`src/rtl/data_mem_responder.sv`:
```
// data_mem_responder: single-port word memory behind a valid/ready request
// interface. Each accepted request waits WAIT_CYCLES cycles, performs one
// read or write, then issues a one-cycle response strobe.
// Optional build macro: DMR_ERR_CHECK_EN (adds alignment and range checks on
// the byte address; when undefined the word index wraps modulo DEPTH).
module data_mem_responder #(
  parameter int DEPTH       = 64,
  parameter int WAIT_CYCLES = 2
) (
  input  logic        clk_DMR,
  input  logic        rst_DMR,
  input  logic        reqValid,
  output logic        reqReady,
  input  logic [31:0] memAddr,
  input  logic [31:0] memData,
  input  logic        memReadFlag,
  input  logic        memWriteFlag,
  output logic        respValid,
  output logic [31:0] data,
  output logic        errFlag
);

  localparam int AW = (DEPTH > 1) ? $clog2(DEPTH) : 1;

  typedef enum logic [1:0] {
    IDLE = 2'd0,
    WAIT = 2'd1,
    RESP = 2'd2
  } state_t;

  state_t        state_r;
  state_t        next_state_s;
  logic [3:0]    cnt_r;
  logic [3:0]    cnt_next_s;

  // captured request
  logic [31:0]   addr_r;
  logic [31:0]   wdata_r;
  logic          rd_r;
  logic          wr_r;
  logic          capture_s;

  // operands of the access performed this edge (live inputs when the access
  // happens on the accept edge, captured copies otherwise)
  logic          access_s;
  logic [31:0]   acc_addr_s;
  logic [31:0]   acc_wdata_s;
  logic          acc_rd_s;
  logic          acc_wr_s;

  logic [29:0]   word_s;
  logic [AW-1:0] idx_s;
  logic          addr_err_s;
  logic          req_err_s;
  logic          do_read_s;
  logic          do_write_s;

  logic          resp_valid_r;
  logic [31:0]   data_r;
  logic          err_r;

  // Power-up contents are all zeros; no reset touches the array so contents
  // survive rst_DMR.
  logic [31:0]   mem_r [DEPTH] = '{default: 32'h0000_0000};

  // Next-state, counter and access-operand selection.
  always_comb begin
    next_state_s = state_r;
    cnt_next_s   = cnt_r;
    capture_s    = 1'b0;
    access_s     = 1'b0;
    acc_addr_s   = addr_r;
    acc_wdata_s  = wdata_r;
    acc_rd_s     = rd_r;
    acc_wr_s     = wr_r;
    case (state_r)
      IDLE: begin
        if (reqValid) begin
          capture_s   = 1'b1;
          acc_addr_s  = memAddr;
          acc_wdata_s = memData;
          acc_rd_s    = memReadFlag;
          acc_wr_s    = memWriteFlag;
          if (WAIT_CYCLES == 0) begin
            access_s     = 1'b1;
            next_state_s = RESP;
            cnt_next_s   = 4'd0;
          end else begin
            next_state_s = WAIT;
            cnt_next_s   = 4'(WAIT_CYCLES);
          end
        end else begin
          next_state_s = IDLE;
        end
      end
      WAIT: begin
        if (cnt_r <= 4'd1) begin
          access_s     = 1'b1;
          next_state_s = RESP;
          cnt_next_s   = 4'd0;
        end else begin
          cnt_next_s = cnt_r - 4'd1;
        end
      end
      RESP: begin
        next_state_s = IDLE;
      end
      default: begin
        next_state_s = IDLE;
        cnt_next_s   = 4'd0;
      end
    endcase
  end

  // Request decode: word index, error conditions and access enables.
  always_comb begin
    word_s = acc_addr_s[31:2];
    idx_s  = AW'(word_s % 30'(DEPTH));
`ifdef DMR_ERR_CHECK_EN
    addr_err_s = (acc_addr_s[1:0] != 2'b00) || (word_s >= 30'(DEPTH));
`else
    addr_err_s = 1'b0;
`endif
    req_err_s  = (acc_rd_s == acc_wr_s) || addr_err_s;
    do_read_s  = access_s && acc_rd_s && !req_err_s;
    do_write_s = access_s && acc_wr_s && !req_err_s;
  end

`ifndef DMR_ERR_CHECK_EN
  // byte-offset bits are deliberately ignored in the wrapping build
  logic unused_offset_s;
  assign unused_offset_s = ^acc_addr_s[1:0];
`endif

  // FSM state and wait counter.
  always_ff @(posedge clk_DMR) begin
    if (rst_DMR) begin
      state_r <= IDLE;
      cnt_r   <= 4'd0;
    end else begin
      state_r <= next_state_s;
      cnt_r   <= cnt_next_s;
    end
  end

  // Capture the request on the accept edge.
  always_ff @(posedge clk_DMR) begin
    if (rst_DMR) begin
      addr_r  <= 32'h0000_0000;
      wdata_r <= 32'h0000_0000;
      rd_r    <= 1'b0;
      wr_r    <= 1'b0;
    end else if (capture_s) begin
      addr_r  <= memAddr;
      wdata_r <= memData;
      rd_r    <= memReadFlag;
      wr_r    <= memWriteFlag;
    end
  end

  // Response registers: loaded on the access edge, cleared on every other edge.
  always_ff @(posedge clk_DMR) begin
    if (rst_DMR) begin
      resp_valid_r <= 1'b0;
      data_r       <= 32'h0000_0000;
      err_r        <= 1'b0;
    end else begin
      resp_valid_r <= access_s;
      err_r        <= access_s && req_err_s;
      data_r       <= do_read_s ? mem_r[idx_s] : 32'h0000_0000;
    end
  end

  // Memory write; a reset on the access edge suppresses it.
  always_ff @(posedge clk_DMR) begin
    if (!rst_DMR && do_write_s) begin
      mem_r[idx_s] <= acc_wdata_s;
    end
  end

  // Ready is held low while reset is asserted.
  assign reqReady  = (state_r == IDLE) && !rst_DMR;
  assign respValid = resp_valid_r;
  assign data      = data_r;
  assign errFlag   = err_r;

endmodule
```
`config.mk`:
```
export PLATFORM = sky130hd
export DESIGN_NAME = data_mem_responder
export DESIGN_NICKNAME = d
export VERILOG_FILES = /design/src/rtl/data_mem_responder.sv
export SDC_FILE = /design/constraint.sdc
export NUM_CORES = 2
export LEC_CHECK = 0
export BUFFER_PORTS_ARGS = -buffer_cell sky130_fd_sc_hd__buf_2
export CAP_MARGIN = 5
export CELL_PAD_IN_SITES_DETAIL_PLACEMENT = 0
export CELL_PAD_IN_SITES_GLOBAL_PLACEMENT = 1
export CORE_MARGIN = 2
export CORE_UTILIZATION = 40
export CTS_BUF_LIST = sky130_fd_sc_hd__clkbuf_4 sky130_fd_sc_hd__clkbuf_8
export DETAILED_ROUTE_END_ITERATION = 8
export GPL_ROUTABILITY_DRIVEN = 0
export PLACE_DENSITY_LB_ADDON = 0.1
export REMOVE_ABC_BUFFERS = 1
export SLEW_MARGIN = 25
export SYNTH_ARGS = -nofsm -noshare
export SYNTH_HDL_FRONTEND = slang
export SYNTH_SLANG_ARGS = --single-unit
```
`constraint.sdc`:
```
create_clock -name clk_DMR -period 5.25 [get_ports clk_DMR]
set_clock_uncertainty 0.1 [all_clocks]
set_input_delay 1.05 -clock clk_DMR [delete_from_list [all_inputs] [get_ports clk_DMR]]
set_output_delay 1.05 -clock clk_DMR [all_outputs]
set_load 0.05 [all_outputs]
```
==> flow_metrics.py <==
metrics = {
    "clock_tree": {
        "numClockSinks": 2128,
        "hold_buffers": 0,
        "cts_resized": 0,
        "h-tree-depth": 5,
        "cts_tree": "yes",
        "root_buffer": "clkbuf_8",
        "clkLatencyLatePin_ns": 1.07,
        "cts_buffers": 364,
        "cts_buffer_depth": 4,
        "path_clk_slew_ns": 0.06,
        "postCtsSetupRepairBufs": 0,
    },
    "route": {
        "wl_per_cell_microns": 33.8,
        "drtAntennaViolNets": 0,
        "drt_iter0_markers": 4667,
        "drc": 0,
        "dr.pass1.iters": 5,
        "via_per_inst": 5.93,
        "wl_mm": 247,
        "via_count": 43400,
    },
    "sta": {
        "grt_setup_unrepaired": "false",
        "final.period_utilization_pct": 77.6,
        "worstMarginPinSlew_ns": 1.12,
        "setup_violations": 0,
        "fmaxAchievable_mhz": 246,
        "relSlewSlack_pct": 24.8,
        "hold_viol": 0,
        "fin_setup_tns_ns": 0,
        "fin_ws_ns": 1.18,
        "post-route-min-period_ns": 4.07,
        "slew_viol_final": 0,
    },
    "grt": {
        "globalRoute.totalOverflow": 0,
        "grt_pass1_wl_mm": 342,
        "antenna_found_initial": 6,
        "track_usage_pct": 25.0,
        "grt_max_degree": 70,
        "grt_pass1_vias": 43200,
    },
    "floorplanning": {
        "initial_core_util_pct": 40.3,
        "core_sq_mm": 0.190,
        "die-area_sq_mm": 0.195,
        "die_w_microns": 442,
        "num_io_pins": 104,
        "die_h_microns": 442,
        "rows": 160,
    },
    "synthesis": {
        "ys_seq_area_share_pct": 82.2,
        "ys_seq_elements": 2128,
        "synth_area_leader_cell": "edfxtp_1",
        "synthArstFlopShare_pct": 0,
        "avgSynthCellArea_sq_um": 18.7,
        "synth_ff_type": "edfxtp_1",
        "synth_area_sq_mm": 0.0768,
        "synthesis.instances": 4105,
        "synth_cell_types": 42,
        "yosys-top-cells-count": "2,048 x edfxtp_1, 512 x a22oi_1, 251 x a22o_1",
        "yosys-top-cells-area": "edfxtp_1 80%, a22oi_1 5.0%, a22o_1 2.9%, a221oi_1 2.3%, dfxtp_1 2.1%",
        "synth_top_cell_area_share_pct": 80.1,
        "ys_warn_count": 0,
        "synth-edff-count": 2048,
        "synth_most_common_cell": "edfxtp_1",
    },
    "worst_setup_path": {
        "cp-start-kind": "register",
        "critical_path_arrival_ns": 4.63,
        "reg2regPathDepth": 7,
        "crit_type": "register to register",
        "cp.required_ns": 5.81,
        "critical_path.max_fanout": 32,
        "cp-end-kind": "register",
    },
    "hold_path": {
        "hp-class": "primary input to register",
        "hold_path_depth": 3,
    },
    "power": {
        "power.total_mw": 36.3,
        "ir_worst_vdd_mv": 0.262,
        "power_density_mw_per_mm2": 404,
        "power.leakage_nw": 28.1,
    },
    "place": {
        "dp_hpwl_mm": 136,
        "io_buffers": 77,
        "place_ws_ns": 0.471,
    },
    "finish": {
        "fill_cells": 16100,
        "syn_to_final_growth_pct": 17.1,
        "drive_gt1_share_pct": 22.9,
        "nets": 4610,
    },
    "job": {
        "maxCapViolations": 0,
    },
    "run_status": {
        "status": "finished clean",
    },
}
-- routing by layer --
layer	up-vias	part of all wire, %	global-route usage [%]
li1	18400	-	-
met1	23200	44	35.0
met2	1530	48	40.8
met3	312	5.8	3.96
met4	0	2.0	6.31
met5	-	0	0
-- per-stage QoR --
step / instances / cell area, sq um / util (%) / hold slack, ns
after floorplan: 3822 / 75500 / - / 0.338
final: 7319 / 89900 / 47.2 / 0.169
after global placement: 6681 / 82700 / 43.4 / 0.358
after CTS: 7311 / 89800 / 47.1 / 0.0607
after detailed placement: 6683 / 82800 / 43.5 / 0.364
after global routing: 7314 / 89800 / 47.2 / 0.128
-- flip-flops by register name, summed over array words and instances (netlist names), 2 cells and up --
| register | cells |
|---|---|
| mem_r | 2048 |
| data | 32 |
| wdata_r | 32 |
| addr_r | 6 |
| cnt_r | 4 |
| state_r | 2 |
-- logic make-up after synthesis --
kind of cell | Yosys count | share of synthesized area, %
flip-flops | 2128 | 82.2
multiplexers | 18 | 0.254
AND/OR/NAND/NOR | 318 | 1.93
adder cells (fa/ha/maj) | 2 | 0.0326
buffers and inverters | 288 | 1.71
XOR/XNOR | 3 | 0.0342
AO/OA/AOI/OAI | 1348 | 13.8
-- power by group --
group / leakage, nW / switching (mW) / internal (mW)
clock network: 3.74 / 6.53 / 8.04
logic: 5.04 / 1.95 / 0.768
registers: 19.3 / 0.0215 / 19.0
total: 28.1 / 8.50 / 27.8
-- worst paths after layout --
kind / from / end / slack, ns
worst min-delay path: memReadFlag / rd_r$_SDFFE_PP0P_ / 0.17
worst max-delay path: state_r[0]$_SDFFE_PP0P_ / mem_r[59][23]$_DFFE_PP_ / 1.18
worst min register to register: wr_r$_SDFFE_PP0P_ / wr_r$_SDFFE_PP0P_ / 0.37
worst max register to register: state_r[0]$_SDFFE_PP0P_ / mem_r[59][23]$_DFFE_PP_ / 1.18
-- layout make-up --
class / count / area, sq um / share of cell area, %
multi-input combinational: 1689 / 13100 / 14.6
clock inverter: 77 / 369 / 0.411
timing repair buffer: 351 / 3450 / 3.84
antenna: 7 / 17.5 / 0.0195
tap: 2511 / 3140 / 3.50
clock buffer: 551 / 6630 / 7.37
inverter: 5 / 18.8 / 0.0209
sequential: 2128 / 63100 / 70.2
-- cells in the final DEF (no fill, tap or decap), types with 7 or more instances in the layout --
cell type and count:
dfxtp_1 80, buf_12 76, edfxtp_1 2048, a221oi_2 55
a31oi_1 248, nor2_4 64, a221oi_1 199, nor4_1 60
clkbuf_8 398, a22o_1 251, buf_2 77, nand2_4 18
nand3_1 15, clkinv_1 51, a22oi_1 512, clkinv_2 17
o21ai_0 7, nand2_1 88, nand2_2 15, diode_2 7
mux2i_1 10, clkbuf_4 153, a21oi_1 66, nor2_1 19
buf_4 195
-- critical path, cell delays in order, from the launching register on --
cell and delay (ns):
dfxtp_1 0.43, or3b_4 0.59, buf_4 0.25, o31ai_1 0.57
nand2_4 0.59, buf_4 0.40, nor2_4 0.29, buf_12 0.35
Note: power is estimated with default switching activity, not from simulation.
